$ cat config.mk
export PLATFORM = sky130hd
export DESIGN_NAME = sync_ram_clr
export DESIGN_NICKNAME = d
export VERILOG_FILES = /design/src/rtl/ram_pkg.sv /design/src/rtl/ram_sp_array.sv /design/src/rtl/sync_ram_clr.sv
export SDC_FILE = /design/constraint.sdc
export NUM_CORES = 1
export LEC_CHECK = 0
export CAP_MARGIN = 0
export CELL_PAD_IN_SITES_DETAIL_PLACEMENT = 2
export CELL_PAD_IN_SITES_GLOBAL_PLACEMENT = 2
export CORE_MARGIN = 2
export CORE_UTILIZATION = 36
export CTS_CLUSTER_SIZE = 25
export DETAILED_ROUTE_END_ITERATION = 12
export MAX_ROUTING_LAYER = met4
export PLACE_DENSITY = 0.82
export SETUP_SLACK_MARGIN = 0.2
export SYNTH_ARGS = -nofsm -noshare
export SYNTH_HDL_FRONTEND = slang
export SYNTH_HIERARCHICAL = 1
export SYNTH_SLANG_ARGS = --single-unit
$ cat constraint.sdc
create_clock -name clk -period 2 [get_ports clk]
set_clock_uncertainty 0.1 [all_clocks]
set_input_delay 0.4 -clock clk [delete_from_list [all_inputs] [get_ports clk]]
set_output_delay 0.4 -clock clk [all_outputs]
set_load 0.05 [all_outputs]
$ cat src/rtl/ram_pkg.sv
// Shared types and constants for the clearable single-port RAM.
// Imported by the storage array and the top-level controller.
package ram_pkg;

    localparam int RDW_READ_FIRST  = 0;
    localparam int RDW_WRITE_FIRST = 1;

    typedef enum logic {
        CLEAR = 1'b0,
        IDLE  = 1'b1
    } ram_state_t;

endpackage

$ cat src/rtl/ram_sp_array.sv
// Unreset storage array with one write port and a registered read port.
// The read port resolves same-address read-during-write by RDW_MODE.
module ram_sp_array
    import ram_pkg::*;
#(
    parameter int DATA_W   = 4,
    parameter int ADDR_W   = 2,
    parameter int RDW_MODE = RDW_READ_FIRST
) (
    input  logic              clk,
    input  logic              rst_n,
    input  logic              we,
    input  logic              re,
    input  logic [ADDR_W-1:0] address,
    input  logic [DATA_W-1:0] data_in,
    output logic [DATA_W-1:0] data_out,
    output logic              rd_valid
);

    localparam int DEPTH = 2 ** ADDR_W;

    logic [DATA_W-1:0] mem [DEPTH];

    // Contents are defined only by the clear sweep, so no reset here.
    always_ff @(posedge clk) begin
        if (we) begin
            mem[address] <= data_in;
        end
    end

    always_ff @(posedge clk or negedge rst_n) begin
        if (!rst_n) begin
            data_out <= '0;
            rd_valid <= 1'b0;
        end else begin
            rd_valid <= re;
            if (re) begin
                if (RDW_MODE == RDW_WRITE_FIRST && we) begin
                    data_out <= data_in;
                end else begin
                    data_out <= mem[address];
                end
            end
        end
    end

endmodule

$ cat src/rtl/sync_ram_clr.sv
// Single-port synchronous RAM with a hardware clear sweep after reset
// or on request; owns the FSM, sweep counter and write-port arbitration.
module sync_ram_clr
    import ram_pkg::*;
#(
    parameter int                 DATA_W   = 4,
    parameter int                 ADDR_W   = 2,
    parameter int                 RDW_MODE = RDW_READ_FIRST,
    parameter logic [DATA_W-1:0]  CLR_VAL  = '0
) (
    input  logic              clk,
    input  logic              rst_n,
    input  logic              we,
    input  logic              re,
    input  logic [ADDR_W-1:0] address,
    input  logic [DATA_W-1:0] data_in,
    input  logic              clr,
    output logic [DATA_W-1:0] data_out,
    output logic              rd_valid,
    output logic              busy
);

    ram_state_t        state;
    ram_state_t        next_state;
    logic [ADDR_W-1:0] clr_addr;
    logic [ADDR_W-1:0] next_clr_addr;

    logic              arr_we;
    logic              arr_re;
    logic [ADDR_W-1:0] arr_addr;
    logic [DATA_W-1:0] arr_din;

    always_ff @(posedge clk or negedge rst_n) begin
        if (!rst_n) begin
            state    <= CLEAR;
            clr_addr <= '0;
        end else begin
            state    <= next_state;
            clr_addr <= next_clr_addr;
        end
    end

    always_comb begin
        next_state    = state;
        next_clr_addr = clr_addr;
        unique case (state)
            CLEAR: begin
                if (&clr_addr) begin
                    next_state    = IDLE;
                    next_clr_addr = '0;
                end else begin
                    next_clr_addr = clr_addr + ADDR_W'(1);
                end
            end
            IDLE: begin
                if (clr) begin
                    next_state = CLEAR;
                end
            end
            default: begin
                next_state = CLEAR;
            end
        endcase
    end

    assign busy = (state == CLEAR);

    // The sweep owns the single port; user requests are dropped meanwhile.
    assign arr_we   = busy | we;
    assign arr_re   = ~busy & re;
    assign arr_addr = busy ? clr_addr : address;
    assign arr_din  = busy ? CLR_VAL : data_in;

    ram_sp_array #(
        .DATA_W  (DATA_W),
        .ADDR_W  (ADDR_W),
        .RDW_MODE(RDW_MODE)
    ) u_array (
        .clk     (clk),
        .rst_n   (rst_n),
        .we      (arr_we),
        .re      (arr_re),
        .address (arr_addr),
        .data_in (arr_din),
        .data_out(data_out),
        .rd_valid(rd_valid)
    );

endmodule

==> qor.txt <==
Peak fanout along the critical path: 9
Setup TNS: 0 ps
Reg2reg setup slack: 400 ps
Synth async-reset ratio: 0.333
Arrival @ worst endpoint: 1220 ps
Crit Reg-Reg Startpoint: state
CTS root buffer: clkbuf_4
Max Slew Vio Count: 0
Row Count: 19
Ports: 17
Pre-CTS WS: 85.3 ps
Crit path kind: reg2out
Net Sw Frac: 0.365
Clk sink count: 24
CTS tree: yes
FF+latch count, synth: 24
Core Box Area: 2710 µm²
Clk Latency, worst-skew pair: 320 ps
Sequential share of the synthesized area: 0.677
Area leader, netlist: edfxtp_1
CP required: 1500 ps
CTS max path bufs: 2
Port bufs: 16
DP Cell Count: 113
Synth Instances: 64
Measured slew at the worst slew-check pin: 484 ps
PD cells: 1710 nW/µm²
Multi-input logic area: 299 µm²
Net Switching: 789 µW
Clock power share: 0.164
Drt wl/cell: 17.0 µm
Share of cells above drive strength 1: 0.256
Clock transition at path regs: 140 ps
Final worst path period share: 0.861
Syn_area_per_cell: 15.7 µm²
HPWL reported at the end of detailed placement: 1.58 mm
# setup viols final: 0
Pin count of the biggest net entering global routing: 15
DRT Pass-1 Iters: 4
Post-CTS Hold Buffers: 0
Max Freq: 581 MHz
Synthesized net count: 76
Number of fill cells: 274
Cell Area, Placed: 1220 µm²
Vias: 600
Initial antenna violation count: 0
Total of max-cap violations: 0
Crit path largest cell delay: 480 ps
Final wirelength: 1.99 mm
Post-synth top cells: 16 x edfxtp_1, 8 x dfrtp_1, 8 x mux2i_1
Comb power frac: 0.430
Worst setup SP type: flip-flop
Area Growth Syn to Fin: 26.0%
Sequential power share: 0.406
Non-Filler Instances: 117
Total Routing Usage GR: 0.144
RSZ-0062 raised after global routing: no
First-pass GRT wire length: 3.29 mm
Hold slack: 237 ps
Vias in the first global route: 680
Cell area after synthesis: 1010 µm²
Initial Util: 0.371
Max_slew headroom: 0.679
Status: finished clean
Share of the synthesized area in the top cell type: 0.478
Int Power: 1370 µW
Vert. Die Dim: 56.9 µm
Worst hold path type: in2async
Antenna-violating nets left: 0
CP cell instances: buf_4 -> inv_1 -> buf_12
Placer Congestion: 0.735
Initial DRC count: 9
Via density: 5.13
ANT cells: 0
Min Tclk post-route: 1720 ps
Cts bufs inserted: 3
Synth warn: 6
Leak: 0.000516 µW
Total die area: 3230 µm²
Library cells used by synthesis: 20
Top-count cell post-synth: edfxtp_1
Register Area: 682 µm²
Crit end category: output port
Grt total ovfl: 0
Worst R2R Path Depth: 4
Post-route cell area: 1270 µm²
Synth area leaders: edfxtp_1 48%, dfrtp_1 20%, mux2i_1 8.0%
# Post-CTS Setup Buffers: 0
Final WS setup: 278 ps
Final #Nets: 99
Peak VDD IR: 0.913 mV
Max H-tree Level: 1
Post-synth EDFFs: 16
Synth Flop Type: edfxtp_1
R2r endpoint: u_array/data_out[1]
CP max stage cell: dfrtp_2
DRC errors left: 0
Hold Vio Cnt, Final: 0
Die width: 56.9 µm
## power groups by stage
| stage | clock network [µW] | logic (µW) | registers (µW) |
|---|---|---|---|
| 2_1_floorplan | 0 | 514 | 1010 |
| 3_3_place_gp | 0 | 917 | 879 |
| 3_5_place_dp | 0 | 961 | 897 |
| 4_1_cts | 368 | 950 | 883 |
| 5_1_grt | 385 | 1020 | 905 |
| 6_report | 356 | 930 | 878 |
## what timing repair did
action                                  4_1_cts  5_1_grt
pin swaps                                     0        0
endpoints found under the setup margin        3        1
resized for setup                             3        1
## how the worst max path moves through the flow
stage | startpoint | endpoint
floorplan | state | u_array/mem[0][0]
global placement | address[0] | u_array/mem[0][3]
detailed placement | address[0] | u_array/mem[0][0]
CTS | state | busy
global route | u_array/data_out[0] | data_out[0]
finish | state | busy
## flip-flops by register name, summed over array words and instances (netlist names)
name and count:
u_array/mem 16, u_array/rd_valid 1, clr_addr 2, state 1, u_array/data_out 4
## worst max-delay path, delay by kind of cell (launching register included)
family	cells	cell delay (ps)
buffers and inverters	3	430
DFF	1	480
## cell usage in the layout, fill, tap and decap left out, drive strengths merged
cell           netlist  routed
mux2                 3       3
dfrtp                8       8
or2b                 1       1
edfxtp              16      16
a21oi                1       1
nor3                 1       1
nor2                 2       2
inv                  1       1
nand2                2       2
bufinv               0       1
clkbuf               0       3
nand2b               5       5
nor3b                1       1
and2                 5       5
o221ai               4       4
mux2i                8       8
a21o                 1       1
dlygate4sd2          0       3
ha                   1       1
buf                  2       7
clkdlybuf4s50        0      10
and3                 1       1
and3b                1       1
## cell families (layout without fill, tap and decap cells)
logic type | Yosys count | in the layout | synth area share
and+or+nand+nor | 19 | 19 | 0.124
AOI/OAI and AO/OA | 6 | 6 | 0.0473
DFF | 24 | 24 | 0.677
muxes | 11 | 11 | 0.113
buffers and inverters | 3 | 25 | 0.0261
adders and majority gates | 1 | 1 | 0.0124
## per-layer routing
metal	up-vias	track usage	routed length, µm
met5	-	-	0
met4	0	0.0598	33
met3	4	0.0300	71
met2	17	0.251	1040
met1	297	0.159	838
li1	282	-	-
## final cells by class
type / count / share of cell area
clock buffers: 3 / 0.0178
clock inverters: 1 / 0.0237
inverters: 1 / 0.00296
multi-input cells: 37 / 0.236
flip-flops and latches: 24 / 0.538
well taps: 31 / 0.0306
repair buffers: 20 / 0.151
## through the flow
stage                     utilization  power, µW
after floorplan                     -       1520
after global placement          0.449       1800
after detailed placement        0.449       1860
after CTS                       0.467       2200
after global routing            0.468       2310
final                           0.468       2160
No activity file was read; power rests on OpenSTA's default activity.
==> patch (config.mk and constraints unchanged) <==
Add an input register stage for `we`, `re`, `address`, `data_in` and `clr`, with the module's reset; this delays them by one clock.
--- a/src/rtl/sync_ram_clr.sv
+++ b/src/rtl/sync_ram_clr.sv
@@ -19,6 +19,28 @@
     output logic              rd_valid,
     output logic              busy
 );
+
+    logic we_q;
+    logic re_q;
+    logic [ADDR_W-1:0] address_q;
+    logic [DATA_W-1:0] data_q;
+    logic clr_q;
+
+    always_ff @(posedge clk or negedge rst_n) begin
+        if (!rst_n) begin
+            we_q      <= '0;
+            re_q      <= '0;
+            address_q <= '0;
+            data_q    <= '0;
+            clr_q     <= '0;
+        end else begin
+            we_q      <= we;
+            re_q      <= re;
+            address_q <= address;
+            data_q    <= data_in;
+            clr_q     <= clr;
+        end
+    end
 
     ram_state_t        state;
     ram_state_t        next_state;
@@ -53,7 +75,7 @@
                 end
             end
             IDLE: begin
-                if (clr) begin
+                if (clr_q) begin
                     next_state = CLEAR;
                 end
             end
@@ -66,10 +88,10 @@
     assign busy = (state == CLEAR);
 
     // The sweep owns the single port; user requests are dropped meanwhile.
-    assign arr_we   = busy | we;
-    assign arr_re   = ~busy & re;
-    assign arr_addr = busy ? clr_addr : address;
-    assign arr_din  = busy ? CLR_VAL : data_in;
+    assign arr_we   = busy | we_q;
+    assign arr_re   = ~busy & re_q;
+    assign arr_addr = busy ? clr_addr : address_q;
+    assign arr_din  = busy ? CLR_VAL : data_q;
 
     ram_sp_array #(
         .DATA_W  (DATA_W),
Check against the original RTL: not equivalent (a bounded check fails within 10 cycles, from zero or initial values and one cycle with rst_n low).
==> patch against the unedited design <==
- largest cell class unchanged
- utilization shrank 0.93 points
- total power up 13%
- setup slack better by 0.025 ns
- sequential share of layout area up 5.9 points
- global-route usage grew 0.21 points
- critical endpoint is now data_out[3]
- synthesized cell count grew 14%
- design area increased by 20%
- routed wire length up 14%
- sequential cell count up 9
- register-to-register slack worse by 0.09 ns
- synthesized area up 22%
==> patch: results (changes against the unedited design) <==
| Metric | Value |
|---|---|
| Outcome | completed (unchanged) |
| Sequential share of the synthesized area | 73.9% (was 67.7%) |
| Largest net degree at the start of global routing | 18 (was 15) |
| Top Registers | u_array/mem: 16 flops, data_q: 4 flops, u_array/data_out: 4 flops (was u_array/mem: 16 flops, u_array/data_out: 4 flops, clr_addr: 2 flops) |
| Number of global-route vias before repair | 773 (was 680) |
| WL per Instance | 15.9 um (was 17.0 um) |
| Primary FF master, synth | dfrtp_1 (was edfxtp_1) |
| Hold WS | 0.303 ns (was 0.237 ns) |
| Crit Path Max Fanout | 2 (was 9) |
| Fill cells | 326 (was 274) |
| Family with the most delay on the worst path | buffers and inverters (was flip-flops) |
| Fraction of layout cells with a size suffix above 1 | 19.6% (was 25.6%) |
| Post-DP HPWL | 1660 um (was 1580 um) |
| Yosys cell types | 19 (was 20) |
| Worst-path clk slew | 0.10 ns (was 0.14 ns) |
| Syn Area/Cell | 16.8 um2 (was 15.7 um2) |
| Final instance area | 0.00152 mm2 (was 0.00127 mm2) |
| Worst reg-to-reg setup slack | 0.31 ns (was 0.40 ns) |
| Placement Cell Area | 0.00145 mm2 (was 0.00122 mm2) |
| # nets final | 108 (was 99) |
| Vias | 665 (was 600) |
| Mapped Nets | 85 (was 76) |
| CTS Buf Count | 5 (was 3) |
| Root buffer cell | clkbuf_4 (unchanged) |
| First-pass GRT wire length | 3990 um (was 3290 um) |
| Global Route Usage Sum | 14.6% (was 14.4%) |
| Max rail drop VDD | 0.888 mV (was 0.913 mV) |
| Synth top area cells | edfxtp_1, dfrtp_1, mux2i_1, nand2b_1, o221ai_1 (was edfxtp_1, dfrtp_1, mux2i_1, o221ai_1, mux2_2) |
| Total wire length | 2270 um (was 1990 um) |
| GPL Wtd Cong | 0.693 (was 0.735) |
| Clock H-tree levels | 2 (was 1) |
| Crit-path slowest cell | dlygate4sd2_1 (was dfrtp_2) |
| Synth cell count leaders | dfrtp_1, edfxtp_1, mux2i_1 (was edfxtp_1, dfrtp_1, mux2i_1) |
| R2R depth | 2 (was 4) |
| Reg-to-reg endpoint | u_array/mem[2][0]$_DFFE_PP_ (was u_array/data_out[1]$_DFFE_PN0P_) |
| Iteration-0 DRC Markers | 16 (was 9) |
| Max incr delay on CP | 0.53 ns (was 0.48 ns) |
| Leakage | 0.620 nW (was 0.516 nW) |
[patch: cell types whose count changed after synthesis, sizes merged]
cell | unedited run | this run
dfrtp | 8 | 17
nand2b | 5 | 6
or2b | 1 | 0
[patch: how the worst max path moves through the flow]
stage | startpoint | endpoint
after floorplan | state$_DFF_PN0_ | u_array/mem[0][0]$_DFFE_PP_
after global placement | u_array/data_out[0]$_DFFE_PN0P_ | data_out[0]
after detailed placement | state$_DFF_PN0_ | u_array/mem[2][1]$_DFFE_PP_
after CTS | u_array/data_out[3]$_DFFE_PN0P_ | data_out[3]
after global routing | state$_DFF_PN0_ | u_array/mem[2][0]$_DFFE_PP_
final | u_array/data_out[3]$_DFFE_PN0P_ | data_out[3]
[patch: through the flow]
stage	setup slack, ns	power (mW)
2_1_floorplan	0.361	1.73
3_3_place_gp	0.382	1.95
3_5_place_dp	0.333	2.01
4_1_cts	0.265	2.49
5_1_grt	0.202	2.61
6_report	0.303	2.44
[patch: layer usage]
layer,vias to the layer above,GRT usage [%],share of wire (%)
met3,2,4.89,4.1
li1,312,-,-
met5,-,-,0
met4,0,8.33,1.9
met1,332,16.1,42
met2,19,23.2,52
[patch: cell families after synthesis]
family	synth area share (%)
muxes	9.29
and+or+nand+nor	9.49
AOI/OAI and AO/OA	4.18
buffers and inverters	2.14
adders and majority gates	1.02
DFF	73.9
[patch: power by group]
| part | switching, mW | internal [mW] | total, mW |
|---|---|---|---|
| sequential | 0.0969 | 0.975 | 1.07 |
| combinational | 0.550 | 0.350 | 0.900 |
| clock | 0.209 | 0.260 | 0.470 |
[patch: area by class of cell]
type / instances / share of cell area, %
clock buffer: 6 / 2.72
sequential: 33 / 59.7
tap: 46 / 3.79
inverter: 1 / 0.247
timing repair buffer: 18 / 11.6
clock inverter: 2 / 2.23
multi-input combinational: 37 / 19.7
